$ cat config.mk
export PLATFORM = sky130hd
export DESIGN_NAME = prbs_predictor
export DESIGN_NICKNAME = d
export VERILOG_FILES = /design/src/rtl/prbs_pkg.sv /design/src/rtl/prbs_predictor.sv
export SDC_FILE = /design/constraint.sdc
export NUM_CORES = 1
export LEC_CHECK = 0
export ABC_AREA = 1
export CAP_MARGIN = 20
export CORE_AREA = 2 2 39 41
export DETAILED_ROUTE_END_ITERATION = 10
export DIE_AREA = 0 0 41 43
export PLACE_DENSITY = 0.72
export SYNTH_ARGS = -nofsm -noshare
export SYNTH_HDL_FRONTEND = slang
export SYNTH_SLANG_ARGS = --single-unit
$ cat constraint.sdc
create_clock -name vclk -period 0.83
set_input_delay 0.166 -clock vclk [all_inputs]
set_output_delay 0.166 -clock vclk [all_outputs]
set_load 0.01 [all_outputs]
$ cat src/rtl/prbs_pkg.sv
// Shared PRBS definitions: length encodings, tap masks and checker FSM states.
// Used by the PRBS checker and the PRBS_Variable generator.
package prbs_pkg;

    localparam logic [1:0] LEN_30 = 2'b00;
    localparam logic [1:0] LEN_25 = 2'b01;
    localparam logic [1:0] LEN_20 = 2'b11;

    // Bit k-1 set for each term x^k of the polynomial; bit index equals sr index.
    localparam logic [29:0] TAPS_30 = 30'h2000_0029;  // x^30 + x^6 + x^4 + x + 1
    localparam logic [29:0] TAPS_25 = 30'h0120_0000;  // x^25 + x^22 + 1
    localparam logic [29:0] TAPS_20 = 30'h0009_0000;  // x^20 + x^17 + 1

    // Register stages that belong to the selected length.
    localparam logic [29:0] SPAN_30 = 30'h3FFF_FFFF;
    localparam logic [29:0] SPAN_25 = 30'h01FF_FFFF;
    localparam logic [29:0] SPAN_20 = 30'h000F_FFFF;

    typedef enum logic {SEARCH, LOCKED} chk_state_e;

    // The unused code 2'b10 behaves as x^30.
    function automatic logic [1:0] decode_len(input logic [1:0] len);
        if (len == LEN_25 || len == LEN_20) begin
            return len;
        end
        return LEN_30;
    endfunction

    function automatic logic [29:0] tap_mask(input logic [1:0] len);
        unique case (len)
            LEN_25:  return TAPS_25;
            LEN_20:  return TAPS_20;
            default: return TAPS_30;
        endcase
    endfunction

    function automatic logic [29:0] span_mask(input logic [1:0] len);
        unique case (len)
            LEN_25:  return SPAN_25;
            LEN_20:  return SPAN_20;
            default: return SPAN_30;
        endcase
    endfunction

endpackage

$ cat src/rtl/prbs_predictor.sv
// Combinational next-bit prediction from the PRBS shift register and length select.
// Also flags whether the active part of the register holds any one.
module prbs_predictor
    import prbs_pkg::*;
(
    input  logic [0:29] sr,
    input  logic [1:0]  longitud,
    output logic        p,
    output logic        nonzero
);

    logic [29:0] taps;
    logic [29:0] span;

    assign taps = tap_mask(decode_len(longitud));
    assign span = span_mask(decode_len(longitud));

    always_comb begin
        p       = 1'b0;
        nonzero = 1'b0;
        for (int i = 0; i < 30; i++) begin
            p       = p ^ (sr[i] & taps[i]);
            nonzero = nonzero | (sr[i] & span[i]);
        end
    end

endmodule

## After elaboration in Yosys (flattened, before gate mapping)

Cells that the tools add are included.
W data, S select, Z words.

| cells by class | value |
|---|---|
| bitwise logic cells | 118 |
| eq/ne operators | 4 |
| multiplexer cells | 5 |
| reduce and logical (&&, ||, !) cells | 1 |

Operators by type and width:

| cell | count |
|---|---|
| $pmux W30 S2 | 2 |
| $and A1 B1 Y1 | 60 |
| $or A1 B1 Y1 | 29 |
| $xor A1 B1 Y1 | 29 |
| $eq A2 B1 Y1 const B | 2 |
| $eq A2 B2 Y1 const B | 2 |
| $mux W2 | 2 |
| $logic_or A1 B1 Y1 | 1 |
| $mux W1 | 1 |

| word-level totals | value |
|---|---|
| register bits | 0 |
| output and inout port bits | 2 |

## Logic depth before layout (Yosys ltp)

Gate-level depths: netlist (run 1).

| logic depth | value |
|---|---|
| word-level depth | 36 |
| mapped depth | 9 |
| gate-level depth less buffers | 9 |

## Least setup slack after synthesis (run 1)

No wires, ideal clock.

| path | value |
|---|---|
| path kind | input port to output port |
| start | input port longitud[1] |
| end | output port p |
| required time | 0.664 ns |
| path slack | -0.009 ns |
| data arrival time | 0.673 ns |
| path buffers | 0 |
| stages on the path | 9 |
| path through | nand2_1 -> inv_2 -> nand2_2 -> nand2_2 -> nor2_2 -> inv_1 -> nand2_1 -> nand2_1 -> inv_1 |

| between the ends | value |
|---|---|
| word-level cells in the longest chain between the ends | 36 |
| elaborated cells between the ends (all ways) | 46 |
| those cells by class | 4 x eq/ne; 4 x mux; 37 x bitwise; 1 x reduce/logical |

Ends and longest elaborated chain:

| element | line | source |
|---|---|---|
| start, declared | prbs_predictor.sv:7 | `input logic [1:0] longitud,` |
| $eq A2 B1 Y1 / $eq A2 B2 Y1 (equally long branches) | prbs_pkg.sv:23 | `if (len == LEN_25 \|\| len == LEN_20) begin` |
| $logic_or A1 B1 Y1 | prbs_pkg.sv:23 |  |
| $mux W1 | prbs_pkg.sv:23 |  |
| $mux W2 (*) | prbs_pkg.sv:26 | `return LEN_30;` |
| $eq A2 B2 Y1 / $eq A2 B1 Y1 (equally long branches) | prbs_pkg.sv:30 | `unique case (len)` |
| $pmux W30 S2 (*) | prbs_pkg.sv:30 |  |
| $and A1 B1 Y1 | prbs_predictor.sv:22 | `p = p ^ (sr[i] & taps[i]);` |
| $xor A1 B1 Y1 (28 in series) | prbs_predictor.sv:22 |  |
| $xor A1 B1 Y1 (*) | prbs_predictor.sv:22 |  |
| end, declared | prbs_predictor.sv:8 | `output logic p,` |

Mark *: on every way between the ends. The rest lies on a longest branch, timed or not. The select of a mux whose other input is x is not followed.

## Worst setup path after layout (run 1)

| path | value |
|---|---|
| start | input port sr[24] (netlist name) |
| end | output port p |

| between the ends | value |
|---|---|
| word-level cells in the longest chain between the ends | 7 |

Ends and longest elaborated chain:

| element | line | source |
|---|---|---|
| start, declared | prbs_predictor.sv:6 | `input logic [0:29] sr,` |
| $and A1 B1 Y1 | prbs_predictor.sv:22 |  |
| $xor A1 B1 Y1 (6 in series) | prbs_predictor.sv:22 |  |

No other way between the ends.

==> results.md, run 1 <==
- Status: finished, violations left
- Violated checks: setup timing
- Final Critical Period: 1.06 ns
- Syn Area/Cell: 4.34 µm²
- Mapped Nets: 92
- Initial antenna violation count: 0
- Sequential area share after synthesis: 0%
- P_int: 168 µW
- Post-route DRC: 0
- F_max: 944 MHz
- Core area: 0.00138 mm²
- Flip-flop and latch count: 0
- Number of nets in the layout: 130
- DIE WIDTH: 41 µm
- First-pass GRT wire length: 1700 µm
- Yosys top cell by area: nand2_1
- Hold Crit Class: input pin to output pin
- Die ar.: 0.00176 mm²
- Netlist cell types: 13
- Max-slew violation count: 0
- Net load switching power: 123 µW
- Crit path top cell by count: nand2_1
- Mapped Cells: 60
- ANT cells: 0
- Final hold violations: 0
- Die Ht: 43 µm
- Most frequent cells in the layout: nor2_1 (15), nand2_1 (14), clkdlybuf4s15_1 (12)
- Rel. slew slack: 91.7%
- Placed Area: 641 µm²
- WP data required: 0.66 ns
- Yosys top cell area share: 24.5%
- WL/cell: 8.49 µm
- I/O Buffers: 34
- Ports: 34
- Total power: 291 µW
- Endpoints failing setup: 2
- RSZ-0062 raised after global routing: yes
- Reg power frac: 0%
- Setup TNS: -0.447 ns
- Initial Util: 18.8%
- Mapped cell area: 260 µm²
- Period utilization: 128%
- Pin count of the biggest net entering global routing: 6
- Row cnt: 14
- Clock share of power: 0%
- Total gr overflow: 0
- # clk buffers: 0
- Final Util: 49.0%
- Synth Warn #: 0
- DRT iter0 DRCs: 2
- Worst slack, placed: -1.10 ns
- Crit path launch type: input pin
- # fillers: 159
- Worst Tran Pin Value: 0.125 ns
- Vias in the first global route: 487
- Worst path slowest cell: buf_2
- Most common cell after layout, fill and taps aside: nor2_1
- Type of destination of the critical path: output pin
- Final setup margin: -0.230 ns
- Worst Path Max Fanout: 3
- HPWL after DPL: 796 µm
- GPL Wtd Cong: 0.671
- Max Cap Viol: 0
- Final Routed Wirelength: 951 µm
- PD cells: 429 mW/mm²
- Area growth syn-to-layout: 161%
- Sw Ratio: 42.3%
- Synth top area cells: nand2_1 (25%), nor2_1 (23%), nand3_1 (15%)
- Share of cells above drive strength 1: 34.4%
- Worst Path Arrival: 0.89 ns
- 1st-pass router iterations: 4
- Worst setup path class: input pin to output pin
- Total track usage: 12.8%
- Remaining antenna violation count: 0
- Leak Pwr: 0.348 nW
- Slowest stage delay, CP: 0.13 ns
- DR vias: 491
- Fin area: 678 µm²
- Register area: 0 µm²
- CP Cell Sequence: buf_2 -> nand2_1 -> nand2_2 -> nor2_4 -> nor2_4 -> inv_1 -> nand2_1 -> nand2_1 -> inv_2 -> buf_6
- DR vias/cell: 4.38
- VDD IR-drop max: 0.179 mV
- Comb power frac: 100.0%
[power groups by stage]
| stage | clock, mW | sequential, mW | combinational (mW) |
|---|---|---|---|
| after floorplan | 0 | 0 | 0.0958 |
| after CTS | 0 | 0 | 0.257 |
| after detailed placement | 0 | 0 | 0.286 |
| final | 0 | 0 | 0.291 |
| after global placement | 0 | 0 | 0.283 |
| after global routing | 0 | 0 | 0.324 |
[cell families after synthesis]
group / after synthesis / synth area share, %
AOI/OAI and AO/OA: 3 / 6.73
buffers and inverters: 10 / 14.4
and+or+nand+nor: 47 / 78.8
[per-stage QoR]
| step | instances | hold slack [ns] |
|---|---|---|
| finish | 112 | 0.725 |
| CTS | 112 | 0.755 |
| detailed placement | 110 | 1.50 |
| global placement | 110 | 1.50 |
| floorplan | 60 | 0.520 |
| global route | 112 | 0.773 |
[worst max-delay path, delay by kind of cell]
kind	cells	cell delay [ns]
and+or+nand+nor	6	0.41
buffers and inverters	4	0.31
[path summary, 6_finish.rpt]
path / from / to / slack (ns) / depth (start not counted)
max: sr[24] / p / -0.23 / 10
min: longitud[1] / nonzero / 0.73 / 5
[synth_stat cells]
cell type,n
inv_1,8
nor2_2,1
nand4_1,1
a21oi_1,1
o21bai_1,1
o21ai_0,1
nand2_4,1
inv_2,2
nor3_1,1
nand2_1,17
nand3_1,8
nor2_1,16
nand2_2,2
[per-layer routing]
layer  GRT usage [%]  wire length (µm)  up-vias
met3           0.524                95        0
met2            23.4               505       29
met4               0                 0        0
met1            16.5               350      203
met5               0                 0        -
li1                -                 -      259
[layout make-up]
cell class	instances	area, µm²	share of cell area, %
tap	16	20.0	2.95
timing repair buffer	36	325	48.0
inverter	10	47.5	7.01
multi-input combinational	50	285	42.1
[timing repair]
| action | 4_1_cts | 5_1_grt |
|---|---|---|
| gates cloned | 0 | 0 |
| gates resized for setup | 92 | 13 |
| hold endpoints to repair | 0 | 0 |
| hold buffers | 0 | 0 |
| buffers inserted | 2 | 0 |
| setup endpoints to repair | 2 | 2 |
| pin swaps | 31 | 7 |
Power figures use the tool's default switching activity.
==> inputs of run 2 (changes only) <==
--- a/config.mk
+++ b/config.mk
@@ -6,11 +6,12 @@
 export NUM_CORES = 1
 export LEC_CHECK = 0
 export ABC_AREA = 1
+export ABC_CLOCK_PERIOD_IN_PS = 830
 export CAP_MARGIN = 20
 export CORE_AREA = 2 2 39 41
 export DETAILED_ROUTE_END_ITERATION = 10
 export DIE_AREA = 0 0 41 43
-export PLACE_DENSITY = 0.72
+export PLACE_DENSITY = 0.65
 export SYNTH_ARGS = -nofsm -noshare
 export SYNTH_HDL_FRONTEND = slang
 export SYNTH_SLANG_ARGS = --single-unit
==> run 2 against run 1 <==
  * The flow still finishes with violations (setup timing)
  * Cell area decreased by 4.8%
  * Cell count decreased by 1.8%
  * Clock-buffer cell count unchanged
  * Setup slack improved by 0.028 ns
  * Sequential share of layout area unchanged
  * Critical path depth decreased by 1
  * Utilization decreased by 2.4 points
  * Flip-flop and latch count unchanged
  * Die area unchanged
  * First-iteration DRC count decreased by 50%
  * Combinational power decreased by 3%
  * Routed wire length decreased by 7.5%
==> results.md, run 2 (synthesized netlist as in run 1, its figures left out) <==
- WP data required: 0.66 ns (about the same)
- Area growth syn-to-layout: 148%
- GPL Wtd Cong: 0.669 (-0.37%)
- Most frequent cells in the layout: nor2_1 (14), nand2_1 (13), clkdlybuf4s15_1 (13)
- Slowest stage delay, CP: 0.17 ns (+0.04 ns)
- Total gr overflow: 0 (unchanged)
- Rel. slew slack: 91.4% (-0.23 points)
- Hold Crit Class: input pin to output pin
- Number of nets in the layout: 128 (-1.5%)
- Status: finished, violations left
- Core area: 0.00138 mm² (unchanged)
- Vias in the first global route: 443 (-9.0%)
- Max Cap Viol: 0 (unchanged)
- Final hold violations: 0 (unchanged)
- DR vias: 470 (-4.3%)
- Met1 GRT Util: 15.8% (-0.63 points)
- Setup Fix Bufs, Post-CTS: 0 (-2)
- Endpoints failing setup: 2 (unchanged)
- Hold_sp: sr[16]
- DR vias/cell: 4.27 (-2.5%)
- F_max: 969 MHz (+2.7%)
- PD cells: 436 mW/mm² (+1.7%)
- Met2 global-route usage: 20.0% (-3.4 points)
- Crit path launch type: input pin
- Worst setup path class: input pin to output pin
- Total track usage: 11.5% (-1.3 points)
- First-pass GRT wire length: 1560 µm (-8.1%)
- Total power: 282 µW (-3.1%)
- Share of cells above drive strength 1: 43.6% (+9.2 points)
- Pin count of the biggest net entering global routing: 6 (unchanged)
- RSZ-0062 raised after global routing: yes
- Post-route DRC: 0 (unchanged)
- DIE WIDTH: 41 µm (unchanged)
- Register area: 0 µm² (unchanged)
- Flip-flop and latch count: 0 (unchanged)
- Hold Path Stages: 6 (+1)
- I/O Buffers: 34 (unchanged)
- Violated checks: setup timing
- Initial antenna violation count: 0 (unchanged)
- VDD IR-drop max: 0.192 mV (+7.2%)
- Die ar.: 0.00176 mm² (unchanged)
- Worst Path Arrival: 0.87 ns (-0.02 ns)
- Final Critical Period: 1.03 ns (-0.0282 ns)
- Net load switching power: 121 µW (-2.1%)
- # clk buffers: 0 (unchanged)
- Worst path slowest cell: o21bai_4
- Gr busiest metal: met2
- Reg power frac: 0% (unchanged)
- DRT iter0 DRCs: 1 (-1)
- Type of destination of the critical path: output pin
- Max-slew violation count: 0 (unchanged)
- Remaining antenna violation count: 0 (unchanged)
- Leak Pwr: 0.330 nW (-5.3%)
- 1st-pass router iterations: 2 (-2)
- GR Util met3: 0.524% (unchanged)
- P_int: 161 µW (-3.9%)
- WL/cell: 8.00 µm (-5.8%)
- ANT cells: 0 (unchanged)
- Clock share of power: 0% (unchanged)
- Row cnt: 14 (unchanged)
- Die Ht: 43 µm (unchanged)
- Most common cell after layout, fill and taps aside: nor2_1
- Worst hold path endpoint: nonzero
- Initial Util: 18.8% (unchanged)
- Comb power frac: 100.0% (about the same)
- Final setup margin: -0.202 ns (+0.0282 ns)
- Worst Tran Pin Value: 0.128 ns (+0.00351 ns)
- Period utilization: 124% (-3.4 points)
- Hold WS: 0.737 ns (+0.0112 ns)
- Final Util: 46.7% (-2.4 points)
- Final Routed Wirelength: 880 µm (-7.5%)
- Ports: 34 (unchanged)
- Sw Ratio: 42.8% (+0.47 points)
- HPWL after DPL: 776 µm (-2.6%)
- Worst Path Max Fanout: 2 (-1)
- CP Cell Sequence: buf_6 -> o21bai_4 -> nor2_4 -> nor2_4 -> inv_1 -> nand2_1 -> nand2_1 -> inv_2 -> buf_6
## run 2: area by class of cell
type	instances	area, µm²
Timing Repair Buffer	34	289
Tap cell	16	20.0
Multi-Input combinational cell	50	289
Inverter	10	47.5
Fill cell	154	738
## run 2: timing repair
action / in CTS / in global routing
pin swaps: 32 / 15
endpoints found under the setup margin: 2 / 2
hold buffers: 0 / 0
gates resized for setup: 106 / 22
## run 2: worst max-delay path: cells and delay by family
kind	cells	cell delay, ns
AND/OR/NAND/NOR	4	0.25
buffers and inverters	4	0.28
AO/OA/AOI/OAI	1	0.17
## run 2: routing by layer
layer	vias up	wire, µm	part of all wire, %
met5	-	0	0
met4	0	0	0
met3	0	75	8.5
met2	26	432	49
met1	188	372	42
li1	256	-	-
## run 2: metrics by stage
step	std cells	instance area, µm²	TNS (ns)	worst slack (ns)
finish	110	646	-0.378	-0.202
global route	110	646	-0.544	-0.276
CTS	110	604	-0.452	-0.263
detailed placement	110	641	-2.13	-1.10
global placement	110	641	-2.13	-1.08
floorplan	60	280	0	0.000734
## run 2: worst max path at each step
stage | startpoint | to | slack, ns | depth (start not counted)
after floorplan | longitud[1] | p | 0.0007 | 9
after global placement | longitud[0] | p | -1.08 | 10
after detailed placement | longitud[0] | p | -1.10 | 10
after CTS | longitud[1] | p | -0.26 | 9
after global routing | sr[5] | nonzero | -0.28 | 8
final | longitud[1] | p | -0.20 | 9
## run 2: power by group through the flow
stage               registers [mW]  logic [mW]  clock network, mW
floorplan                        0      0.0958                  0
global placement                 0       0.284                  0
detailed placement               0       0.285                  0
CTS                              0       0.254                  0
global route                     0       0.313                  0
finish                           0       0.282                  0
==> inputs of run 3 (changes only) <==
--- a/config.mk
+++ b/config.mk
@@ -12,6 +12,7 @@
 export DETAILED_ROUTE_END_ITERATION = 10
 export DIE_AREA = 0 0 41 43
 export PLACE_DENSITY = 0.65
+export SLEW_MARGIN = 20
 export SYNTH_ARGS = -nofsm -noshare
 export SYNTH_HDL_FRONTEND = slang
 export SYNTH_SLANG_ARGS = --single-unit
==> results of run 3 <==
Final layout, timing and power as in run 2 (identical DEF).
